<file path="src/rtl/hotswap_monitor_core.sv">
// Hotswap monitor: per-channel ON-pin debounce, triggered V/I conversion capture,
// threshold alerts and a small byte-wide register file selected by ch_i.

package hotswap_monitor_pkg;
  // Register access request routed to one channel
  typedef struct packed {
    logic       wr;
    logic [2:0] addr;
    logic [7:0] dat;
  } reg_req_t;

  localparam logic [2:0] A_CMD = 3'd0;
  localparam logic [2:0] A_EN  = 3'd1;
  localparam logic [2:0] A_TH  = 3'd2;
  localparam logic [2:0] A_CTL = 3'd3;
  localparam logic [2:0] A_VHI = 3'd4;
  localparam logic [2:0] A_VLO = 3'd5;
  localparam logic [2:0] A_IHI = 3'd6;
  localparam logic [2:0] A_ILO = 3'd7;
endpackage

// One monitored channel: ON filter, conversion FSM, result/alert registers.
module hotswap_monitor_ch
  import hotswap_monitor_pkg::*;
#(
  parameter int FILTER_CYCLES = 3000,
  parameter int CONV_CYCLES   = 1500
) (
  input  logic        clk_i,
  input  logic        rst_n_i,
  input  logic        on_raw_i,
  input  logic [11:0] adc_v_i,
  input  logic [11:0] adc_i_i,
  input  reg_req_t    req,
  output logic [7:0]  rdata_o,
  output logic        busy_o,
  output logic        on_state_o,
  output logic        alert_any_o
);
  localparam int FW = (FILTER_CYCLES > 2) ? $clog2(FILTER_CYCLES) : 1;
  localparam int CW = (CONV_CYCLES > 2) ? $clog2(CONV_CYCLES) : 1;

  typedef enum logic { S_IDLE = 1'b0, S_CONV = 1'b1 } st_t;

  st_t            st_q, st_d;
  logic [1:0]     sync_q;
  logic           on_q;
  logic [FW-1:0]  fcnt_q;
  logic [CW-1:0]  ccnt_q;
  logic           req_v_q, req_i_q, range_q, sw_off_q;
  logic [4:0]     en_q;
  logic [7:0]     th_q;
  logic [11:0]    v_q, i_q;
  logic           av_q, ai_q, aon_q;

  logic cmd_wr, start, done, on_tgl, clr;
  logic set_v, set_i, set_on;

  // Command writes only act in IDLE; a conversion needs at least one of bit1/bit3
  assign cmd_wr = req.wr && (req.addr == A_CMD);
  assign start  = cmd_wr && (st_q == S_IDLE) && (req.dat[1] || req.dat[3]);
  assign done   = (st_q == S_CONV) && (ccnt_q == '0);
  assign clr    = req.wr && (req.addr == A_CTL) && req.dat[1];
  // Filter fires on the FILTER_CYCLES-th consecutive disagreeing cycle
  assign on_tgl = (sync_q[1] != on_q) && (fcnt_q == FW'(FILTER_CYCLES - 1));

  // Alerts compare the value being captured this edge, not the stale result
  assign set_v  = done && req_v_q && en_q[1] && (adc_v_i[11:4] > th_q);
  assign set_i  = done && req_i_q && en_q[2] && (adc_i_i[11:4] > th_q);
  assign set_on = on_tgl && en_q[0];

  // Synchroniser and persistence filter for the raw ON pin
  always_ff @(posedge clk_i or negedge rst_n_i) begin
    if (!rst_n_i) begin
      sync_q <= 2'b00;
      on_q   <= 1'b0;
      fcnt_q <= '0;
    end else begin
      sync_q <= {sync_q[0], on_raw_i};
      if (sync_q[1] == on_q) begin
        fcnt_q <= '0;
      end else if (on_tgl) begin
        on_q   <= sync_q[1];
        fcnt_q <= '0;
      end else begin
        fcnt_q <= fcnt_q + FW'(1);
      end
    end
  end

  // Conversion FSM state register
  always_ff @(posedge clk_i or negedge rst_n_i) begin
    if (!rst_n_i) st_q <= S_IDLE;
    else          st_q <= st_d;
  end

  // Conversion FSM next state
  always_comb begin
    st_d = st_q;
    case (st_q)
      S_IDLE:  if (start) st_d = S_CONV;
      S_CONV:  if (done)  st_d = S_IDLE;
      default: st_d = S_IDLE;
    endcase
  end

  // Conversion FSM outputs
  always_comb begin
    busy_o = (st_q == S_CONV);
  end

  // Conversion countdown, request latching and result capture
  always_ff @(posedge clk_i or negedge rst_n_i) begin
    if (!rst_n_i) begin
      ccnt_q  <= '0;
      req_v_q <= 1'b0;
      req_i_q <= 1'b0;
      range_q <= 1'b0;
      v_q     <= 12'h000;
      i_q     <= 12'h000;
    end else begin
      if (cmd_wr && (st_q == S_IDLE)) range_q <= req.dat[4];
      if (start) begin
        // Loaded with N-1 so capture lands N edges after the write edge
        ccnt_q  <= CW'(CONV_CYCLES - 1);
        req_v_q <= req.dat[1];
        req_i_q <= req.dat[3];
      end else if ((st_q == S_CONV) && !done) begin
        ccnt_q <= ccnt_q - CW'(1);
      end
      if (done && req_v_q) v_q <= adc_v_i;
      if (done && req_i_q) i_q <= adc_i_i;
    end
  end

  // Configuration registers
  always_ff @(posedge clk_i or negedge rst_n_i) begin
    if (!rst_n_i) begin
      en_q     <= 5'b00100;
      th_q     <= 8'hFF;
      sw_off_q <= 1'b0;
    end else if (req.wr) begin
      case (req.addr)
        A_EN:    en_q     <= req.dat[4:0];
        A_TH:    th_q     <= req.dat;
        A_CTL:   sw_off_q <= req.dat[0];
        default: ;
      endcase
    end
  end

  // Sticky alerts: a set in the same cycle as a clear wins
  always_ff @(posedge clk_i or negedge rst_n_i) begin
    if (!rst_n_i) begin
      av_q  <= 1'b0;
      ai_q  <= 1'b0;
      aon_q <= 1'b0;
    end else begin
      av_q  <= set_v  | (av_q  & ~clr);
      ai_q  <= set_i  | (ai_q  & ~clr);
      aon_q <= set_on | (aon_q & ~clr);
    end
  end

  // Read data mux for this channel
  always_comb begin
    rdata_o = 8'h00;
    case (req.addr)
      A_CMD:   rdata_o = {2'b00, on_q, (~on_q | sw_off_q), aon_q, ai_q, av_q, (st_q == S_CONV)};
      A_EN:    rdata_o = {3'b000, en_q};
      A_TH:    rdata_o = th_q;
      A_CTL:   rdata_o = {7'b0, sw_off_q};
      A_VHI:   rdata_o = v_q[11:4];
      A_VLO:   rdata_o = {v_q[3:0], 4'h0};
      A_IHI:   rdata_o = i_q[11:4];
      A_ILO:   rdata_o = {i_q[3:0], 4'h0};
      default: rdata_o = 8'h00;
    endcase
  end

  assign on_state_o  = on_q;
  assign alert_any_o = av_q | ai_q | aon_q;
endmodule

// Top: NCH channel instances, channel-selected register port, global alert.
module hotswap_monitor_core
  import hotswap_monitor_pkg::*;
#(
  parameter int NCH           = 4,
  parameter int FILTER_CYCLES = 3000,
  parameter int CONV_CYCLES   = 1500
) (
  input  logic              clk_i,
  input  logic              rst_n_i,
  input  logic [NCH-1:0]    on_i,
  input  logic [12*NCH-1:0] adc_v_i,
  input  logic [12*NCH-1:0] adc_i_i,
  input  logic [2:0]        ch_i,
  input  logic [2:0]        addr_i,
  input  logic              wr_i,
  input  logic              rd_i,
  input  logic [7:0]        dat_i,
  output logic [7:0]        dat_o,
  output logic [NCH-1:0]    busy_o,
  output logic [NCH-1:0]    on_state_o,
  output logic              alert_o
);
  logic [NCH-1:0][7:0] ch_rdata;
  logic [NCH-1:0]      ch_alert;
  logic [7:0][7:0]     rd_all;

  for (genvar k = 0; k < NCH; k++) begin : g_ch
    reg_req_t req;
    // Only the selected channel sees the write strobe; unpopulated ch_i hits none
    assign req = '{wr: wr_i && (ch_i == 3'(k)), addr: addr_i, dat: dat_i};

    hotswap_monitor_ch #(
      .FILTER_CYCLES (FILTER_CYCLES),
      .CONV_CYCLES   (CONV_CYCLES)
    ) u_ch (
      .clk_i       (clk_i),
      .rst_n_i     (rst_n_i),
      .on_raw_i    (on_i[k]),
      .adc_v_i     (adc_v_i[12*k +: 12]),
      .adc_i_i     (adc_i_i[12*k +: 12]),
      .req         (req),
      .rdata_o     (ch_rdata[k]),
      .busy_o      (busy_o[k]),
      .on_state_o  (on_state_o[k]),
      .alert_any_o (ch_alert[k])
    );
  end

  // Pad to all 8 ch_i codes so unpopulated channels read as zero
  always_comb begin
    rd_all = '0;
    for (int k = 0; k < NCH; k++) rd_all[k] = ch_rdata[k];
  end

  // Registered read port; value captured before any same-cycle write lands
  always_ff @(posedge clk_i or negedge rst_n_i) begin
    if (!rst_n_i)  dat_o <= 8'h00;
    else if (rd_i) dat_o <= rd_all[ch_i];
  end

  // Global alert, one cycle behind the sticky bits
  always_ff @(posedge clk_i or negedge rst_n_i) begin
    if (!rst_n_i) alert_o <= 1'b0;
    else          alert_o <= |ch_alert;
  end
endmodule
</file>
<file path="config.mk">
export PLATFORM = sky130hd
export DESIGN_NAME = hotswap_monitor_core
export DESIGN_NICKNAME = d
export VERILOG_FILES = /design/src/rtl/hotswap_monitor_core.sv
export SDC_FILE = /design/constraint.sdc
export NUM_CORES = 1
export LEC_CHECK = 0
export CORE_MARGIN = 8
export CORE_UTILIZATION = 35
export CTS_CLUSTER_SIZE = 12
export DETAILED_ROUTE_END_ITERATION = 8
export HOLD_SLACK_MARGIN = 0.1
export PLACE_DENSITY_LB_ADDON = 0.25
export SETUP_SLACK_MARGIN = 0.5
export SLEW_MARGIN = 20
export SYNTH_ARGS = -nofsm -noshare
export SYNTH_HDL_FRONTEND = slang
export SYNTH_SLANG_ARGS = --single-unit
</file>
<file path="constraint.sdc">
create_clock -name clk_i -period 2.2 [get_ports clk_i]
set_input_delay 0.44 -clock clk_i [delete_from_list [all_inputs] [get_ports clk_i]]
set_output_delay 0.44 -clock clk_i [all_outputs]
set_load 0.02 [all_outputs]
</file>
==> results.json, run 1 <==
{
  "status": "complete, no violations",
  "wl_per_cell_um": 22.23,
  "path_cells": "or4_4, nor4_4, and2_4, buf_4, nand3_4, buf_12, mux2_4",
  "clk_latency_ps": 550,
  "yosysSeqAreaShare": 0.4818,
  "synth_common_cells": "253 x dfrtp_1, 130 x mux2_2, 128 x nand2_1",
  "finalHoldViolCount": 0,
  "row_count": 76,
  "yosysTopAreaCell": "dfrtp_1",
  "synth.yosys.warnings": 0,
  "crit_cells": 7,
  "hold_ws_ps": 345.5,
  "synth_flop_cell": "dfrtp_1",
  "async_reset_ff_frac": 1.000,
  "place_area_um2": 18450,
  "max_stage_delay_ps": 570,
  "timing.final.crit_share": 0.9627,
  "r2r_end": "g_ch[2].u_ch.i_q[5]$_DFFE_PN0P_",
  "synth_top_area_frac": 0.4192,
  "cp.required_ps": 2620,
  "worst_clock_skew_ps": 15.44,
  "maxSlewViolCount": 0,
  "gp_congestion": 0.9631,
  "sw_frac_of_total": 0.2666,
  "max_freq_mhz": 472.2,
  "hpwl_um": 37860,
  "synth_area_leaders": "dfrtp_1 42%, mux2_2 9.7%, ha_1 6.3%",
  "rsz0062_at_grt": "yes",
  "cts_tree": "built",
  "dieArea_um2": 50060,
  "num-nets-final": 1954,
  "pwr-share-clk": 0.422,
  "syn_inst": 1395,
  "start_util": 0.3530,
  "critPathBufInv": 2,
  "viasPerCell": 5.344,
  "drive_gt1_frac": 0.3923,
  "critPathSlowestCell": "or4_4",
  "crit_end": "g_ch[2].u_ch.i_q[5]$_DFFE_PN0P_",
  "period_needed_ps": 2118,
  "dp_slack_ps": -276.2,
  "vias": 12470,
  "r2r_setup_slack_ps": 80,
  "ys_ff_latch": 289,
  "path_delay_family": "simple AND/OR/NAND/NOR gates",
  "numCtsBuffers": 35,
  "cp-startpoint": "g_ch[2].u_ch.ccnt_q[5]$_DFFE_PN0P_",
  "worst_pin_slew_ps": 643.5,
  "antenna_found_initial": 2,
  "grt_pass1_vias": 13100,
  "h-tree-depth": 2,
  "seq_power_share": 0.419,
  "clkTransAtPathRegs_ps": 60,
  "clock_sinks": 289,
  "timing.rr.start": "g_ch[2].u_ch.ccnt_q[5]$_DFFE_PN0P_",
  "clockRootBuffer": "clkbuf_16",
  "crit_path_end_kind": "flop",
  "multi_input_area_um2": 8454,
  "port-buffer-count": 134,
  "yosysUniqueCellTypes": 70,
  "pwr-share-comb": 0.160,
  "path_max_fanout": 14,
  "grt_max_degree": 69,
  "switching_power_mw": 3.834,
  "arrival_ps": 2540,
  "fp.dieH_um": 223.7,
  "nFillCells": 3877,
  "route.detailed.drc": 0,
  "core_area_um2": 42790,
  "p_per_area_nw_per_um2": 671.7,
  "finalSetupViolCount": 0,
  "drv_cap": 0,
  "dr.first_iter.drc_count": 966,
  "synth_edf_count": 0,
  "critPathLaunchType": "flop",
  "wl_um": 51890,
  "synth.avg_cell_area_um2": 10.83,
  "drt_pass1_iterations": 7,
  "rr_worst_depth": 7,
  "fin_ws_ps": 82.05,
  "leakage_nw": 9.256,
  "clockBufferDepth": 3,
  "synth_fp_nets": 1589,
  "seqCellArea_um2": 7289,
  "internal_power_mw": 10.55,
  "hold_path_class": "in -> reg",
  "grt_pass1_wl_um": 79250,
  "crit_type": "reg -> reg",
  "area_growth_pct": 41.76,
  "grtUsageTotal": 0.2054,
  "slew_headroom": 0.5696,
  "synth.most_common_cell": "dfrtp_1",
  "io_pins": 135,
  "fin_area_um2": 21410,
  "antenna_left": 0,
  "overflow": 0,
  "syn-cell-area_um2": 15100,
  "die_w_um": 223.7,
  "vdd_drop_max_uv": 434.3
}
==> layout make-up <==
| cell class | count | share of cell area |
|---|---|---|
| multi-input combinational | 1000 | 0.3949 |
| clock buffer | 50 | 0.04734 |
| sequential | 289 | 0.3405 |
| antenna | 1 | 0.0001169 |
| tap | 546 | 0.03191 |
| timing repair buffer | 376 | 0.1658 |
| clock inverter | 14 | 0.008941 |
| inverter | 58 | 0.01058 |
==> timing repair <==
action,4_1_cts,5_1_grt
pin swaps,60,54
setup buffers,50,29
gates resized for setup,199,100
setup endpoints to repair,269,230
endpoints found under the hold margin,32,0
cloned,7,1
hold buffers,1,0
==> worst min path at each step <==
stage | endpoint | from | cells after the start | slack [ps]
2_1_floorplan | alert_o$_DFF_PN0_ | rst_n_i | 0 | 140
3_3_place_gp | g_ch[1].u_ch.sync_q[1]$_DFF_PN0_ | g_ch[1].u_ch.sync_q[0]$_DFF_PN0_ | 0 | 340
3_5_place_dp | g_ch[0].u_ch.sync_q[1]$_DFF_PN0_ | g_ch[0].u_ch.sync_q[0]$_DFF_PN0_ | 0 | 330
4_1_cts | g_ch[2].u_ch.sync_q[0]$_DFF_PN0_ | on_i[2] | 1 | 330
5_1_grt | g_ch[2].u_ch.sync_q[0]$_DFF_PN0_ | on_i[2] | 1 | 330
6_report | g_ch[3].u_ch.sync_q[0]$_DFF_PN0_ | on_i[3] | 1 | 350
==> power groups by stage <==
stage | sequential (mW) | clock, mW | combinational (mW)
floorplan | 5.99 | 0 | 1.01
global placement | 6.11 | 0 | 1.93
detailed placement | 6.11 | 0 | 1.96
CTS | 6.01 | 6.21 | 2.18
global route | 6.05 | 6.41 | 2.51
finish | 6.02 | 6.06 | 2.30
==> placed cells by master (no fill, tap or decap), types with 37 or more instances in the layout <==
master	netlist	final
a21oi_1	55	45
buf_4	9	192
clkdlybuf4s50_1	0	110
dfrtp_1	253	243
ha_1	76	56
inv_1	58	44
mux2_2	130	127
nand2_1	128	104
nand3_1	47	37
nor2_1	93	83
o21ai_0	69	51
xor2_1	37	37
==> stage by stage <==
stage | std cells | power, mW | utilization | setup TNS, ps
2_1_floorplan | 1395 | 7.004 | - | 0
3_5_place_dp | 2181 | 8.073 | 0.4311 | -12510
5_1_grt | 2334 | 14.97 | 0.5004 | 0
6_report | 2334 | 14.38 | 0.5004 | 0
4_1_cts | 2303 | 14.40 | 0.4847 | 0
3_3_place_gp | 2181 | 8.034 | 0.4311 | -11780
==> routing by layer <==
| layer | share of wire | vias to the layer above | track usage |
|---|---|---|---|
| met2 | 0.47 | 329 | 0.3354 |
| li1 | - | 5781 | - |
| met3 | 0.052 | 108 | 0.03322 |
| met4 | 0.040 | 0 | 0.08645 |
| met1 | 0.43 | 6255 | 0.2687 |
| met5 | 0 | - | 0 |
==> cells by family (layout without fill, tap and decap cells) <==
| kind of cell | after synthesis | in the layout | synth area share |
|---|---|---|---|
| adders and majority gates | 76 | 76 | 0.06296 |
| buffers and inverters | 110 | 498 | 0.03214 |
| AOI/OAI and AO/OA | 237 | 237 | 0.1007 |
| and+or+nand+nor | 436 | 440 | 0.1468 |
| other | 0 | 1 | 0 |
| xor gates and xnor gates | 64 | 64 | 0.03711 |
| muxes | 183 | 183 | 0.1384 |
| DFF | 289 | 289 | 0.4818 |
==> sequential cells by signal, summed over array words and instances, names as in the netlist, 8 cells and up <==
register / cells
g_ch.u_ch.fcnt_q: 48
dat_o: 8
g_ch.u_ch.i_q: 48
g_ch.u_ch.th_q: 32
g_ch.u_ch.v_q: 48
g_ch.u_ch.sync_q: 8
g_ch.u_ch.en_q: 20
g_ch.u_ch.ccnt_q: 44
==> worst register-to-register path, delay by kind of cell, from the launching register on <==
family	cells	cell delay, ps
and+or+nand+nor	4	1030
DFF	1	380
muxes	1	300
buffers and inverters	2	280
Note: power is estimated with default switching activity, not from simulation.
==> run 2, diff against run 1 <==
--- a/config.mk
+++ b/config.mk
@@ -10,7 +10,7 @@
 export CTS_CLUSTER_SIZE = 12
 export DETAILED_ROUTE_END_ITERATION = 8
 export HOLD_SLACK_MARGIN = 0.1
-export PLACE_DENSITY_LB_ADDON = 0.25
+export PLACE_DENSITY_LB_ADDON = 0.1
 export SETUP_SLACK_MARGIN = 0.5
 export SLEW_MARGIN = 20
 export SYNTH_ARGS = -nofsm -noshare
==> constraint.sdc (replaced) <==
create_clock -name clk_i -period 2.5 [get_ports clk_i]
set_input_delay 0.5 -clock clk_i [delete_from_list [all_inputs] [get_ports clk_i]]
set_output_delay 0.5 -clock clk_i [all_outputs]
set_load 0.02 [all_outputs]
==> run 2 against run 1 <==
Against the previous run:
- critical path type unchanged
- fmax grew 5.4%
- clock-buffer cell count grew 11
- via count down 6.3%
- highest routed layer is now met5
- largest power group unchanged
- cell count is 5.1% lower
- sequential cell count did not move
- non-clock buffer count down 117
- worst setup slack improved by 410 ps
- register-to-register slack improved by 410 ps
==> results.json, run 2 (synthesis results as in run 1) <==
{
  "row_count": 76,
  "sw_frac_of_total": 0.2596,
  "drt_pass1_iterations": 6,
  "slew_headroom": 0.5526,
  "dp.cells": 2130,
  "h-tree-depth": 2,
  "place_area_um2": 17840,
  "path_cells": "or4_4, or3_4, o2111ai_4, nor3_1, xnor2_1, nor2_1",
  "clockBufferDepth": 3,
  "path_delay_family": "simple AND/OR/NAND/NOR gates",
  "die_w_um": 223.7,
  "route.detailed.drc": 0,
  "gp_congestion": 0.9379,
  "num-nets-final": 1835,
  "status": "complete, no violations",
  "maxSlewViolCount": 0,
  "viasPerCell": 5.274,
  "core_area_um2": 42790,
  "path_max_fanout": 5,
  "grt_max_degree": 63,
  "cp.required_ps": 2930,
  "grt_pass1_vias": 12080,
  "pwr-share-comb": 0.136,
  "wl_um": 48300,
  "vdd_drop_max_uv": 554.4,
  "start_util": 0.3530,
  "crit_path_end_kind": "flop",
  "antenna_left": 0,
  "fp.dieH_um": 223.7,
  "critPathBufInv": 0,
  "rsz0062_at_grt": "yes",
  "clkTransAtPathRegs_ps": 60,
  "worst_pin_slew_ps": 669.0,
  "switching_power_mw": 3.205,
  "nFillCells": 4047,
  "seq_power_share": 0.429,
  "clockRootBuffer": "clkbuf_16",
  "numCtsBuffers": 37,
  "io_pins": 135,
  "wl_per_cell_um": 21.81,
  "drive_gt1_frac": 0.2570,
  "diodes": 0,
  "period_needed_ps": 2009,
  "arrival_ps": 2440,
  "cts_tree": "built",
  "clock_sinks": 289,
  "finalHoldViolCount": 0,
  "antenna_found_initial": 1,
  "critPathSlowestCell": "or4_4",
  "pwr-share-clk": 0.435,
  "port-buffer-count": 134,
  "fin_area_um2": 19460,
  "finalSetupViolCount": 0,
  "worst_clock_skew_ps": 16.91,
  "grt_pass1_wl_um": 73400,
  "final_common_cell": "dfrtp_1",
  "multi_input_area_um2": 7569,
  "grtUsageTotal": 0.1913,
  "dr.first_iter.drc_count": 615,
  "area_growth_pct": 28.88,
  "drv_cap": 0,
  "clk_latency_ps": 540,
  "internal_power_mw": 9.142,
  "seqCellArea_um2": 7287,
  "vias": 11680,
  "top_regs": "g_ch.u_ch.fcnt_q (48), g_ch.u_ch.i_q (48), g_ch.u_ch.v_q (48)",
  "max_stage_delay_ps": 530,
  "critPathLaunchType": "flop",
  "leakage_nw": 8.523,
  "crit_type": "reg -> reg",
  "p_per_area_nw_per_um2": 634.3,
  "timing.final.crit_share": 0.8036,
  "hold_path_class": "reg -> reg",
  "hpwl_um": 36590,
  "dieArea_um2": 50060,
  "mostFrequentLayoutCells": "247 x dfrtp_1, 130 x mux2_2, 126 x nand2_1",
  "max_freq_mhz": 497.8,
  "overflow": 0,
  "layout.cells.non_filler": 2215
}
==> run 2: changes by cell type in the layout (fill, tap and decap cells not counted), sizes merged, moves of 2 or more <==
cell / delta
clkbuf: +8
clkinvlp: -2
buf: -124
bufinv: -2
clkdlybuf4s50: +5
clkinv: -5
clkdlybuf4s15: -5
dlymetal6s2s: -2
nand3: -3
dlygate4sd2: +13
==> run 2: metal layers <==
layer | vias up | part of all wire | GRT usage | wire length (um)
li1 | 5530 | - | - | -
met1 | 5757 | 0.46 | 0.2574 | 22120
met2 | 297 | 0.46 | 0.3043 | 22010
met3 | 95 | 0.055 | 0.03937 | 2665
met4 | 2 | 0.031 | 0.06563 | 1490
met5 | - | 0.00021 | 0 | 10
==> run 2: path summary, 6_finish.rpt <==
check                                                        start                                  to  slack [ps]  cells after the start
max in group asynchronous                                  rst_n_i       g_ch[2].u_ch.busy_o$_DFF_PN0_        1130                      3
min in group asynchronous                                  rst_n_i  g_ch[1].u_ch.ccnt_q[1]$_DFFE_PN0P_         500                      2
worst min-delay path              g_ch[0].u_ch.sync_q[0]$_DFF_PN0_    g_ch[0].u_ch.sync_q[1]$_DFF_PN0_         350                      0
worst max register to register  g_ch[0].u_ch.ccnt_q[3]$_DFFE_PN0P_  g_ch[0].u_ch.ccnt_q[9]$_DFFE_PN0P_         490                      6
worst min register to register    g_ch[0].u_ch.sync_q[0]$_DFF_PN0_    g_ch[0].u_ch.sync_q[1]$_DFF_PN0_         350                      0
worst max-delay path            g_ch[0].u_ch.ccnt_q[3]$_DFFE_PN0P_  g_ch[0].u_ch.ccnt_q[9]$_DFFE_PN0P_         490                      6
==> run 2: power groups by stage <==
| stage | Sequential (mW) | Clock [mW] | Combinational, mW |
|---|---|---|---|
| 2_1_floorplan | 5.26 | 0 | 0.860 |
| 3_3_place_gp | 5.37 | 0 | 1.63 |
| 3_5_place_dp | 5.37 | 0 | 1.65 |
| 4_1_cts | 5.29 | 5.54 | 1.66 |
| 5_1_grt | 5.33 | 5.73 | 1.86 |
| 6_report | 5.30 | 5.37 | 1.68 |
==> run 2: area by class of cell <==
class,instances,area share
clock buffer,61,0.05849
clock inverter,6,0.004307
inverter,58,0.01118
multi-input combinational,996,0.3888
sequential,289,0.3744
tap,546,0.03510
timing repair buffer,259,0.1277
==> run 2: timing repair <==
item	CTS	global route
resized for setup	26	53
endpoints found under the setup margin	78	117
hold endpoints to repair	45	0
pin swaps	6	14
hold buffers	1	0
buffers inserted	10	7
==> run 2: metrics by stage <==
stage	power (mW)	worst slack (ps)	hold WS [ps]	setup TNS, ps	util
3_5_place_dp	7.019	-120.6	334.7	-192.4	0.4169
2_1_floorplan	6.122	410.5	204.4	0	-
4_1_cts	12.49	389.8	348.9	0	0.4486
3_3_place_gp	6.994	-93.24	334.3	-188.1	0.4169
5_1_grt	12.92	380.6	356.1	0	0.4549
6_report	12.35	491.0	346.0	0	0.4549
==> run 2: worst reg2reg max path, stage by stage, from the launching register on <==
cell and delay, ps:
dfrtp_1 420, or4_4 540, or3_4 390, o2111ai_4 260, nor3_1 90, xnor2_1 140
nor2_1 60
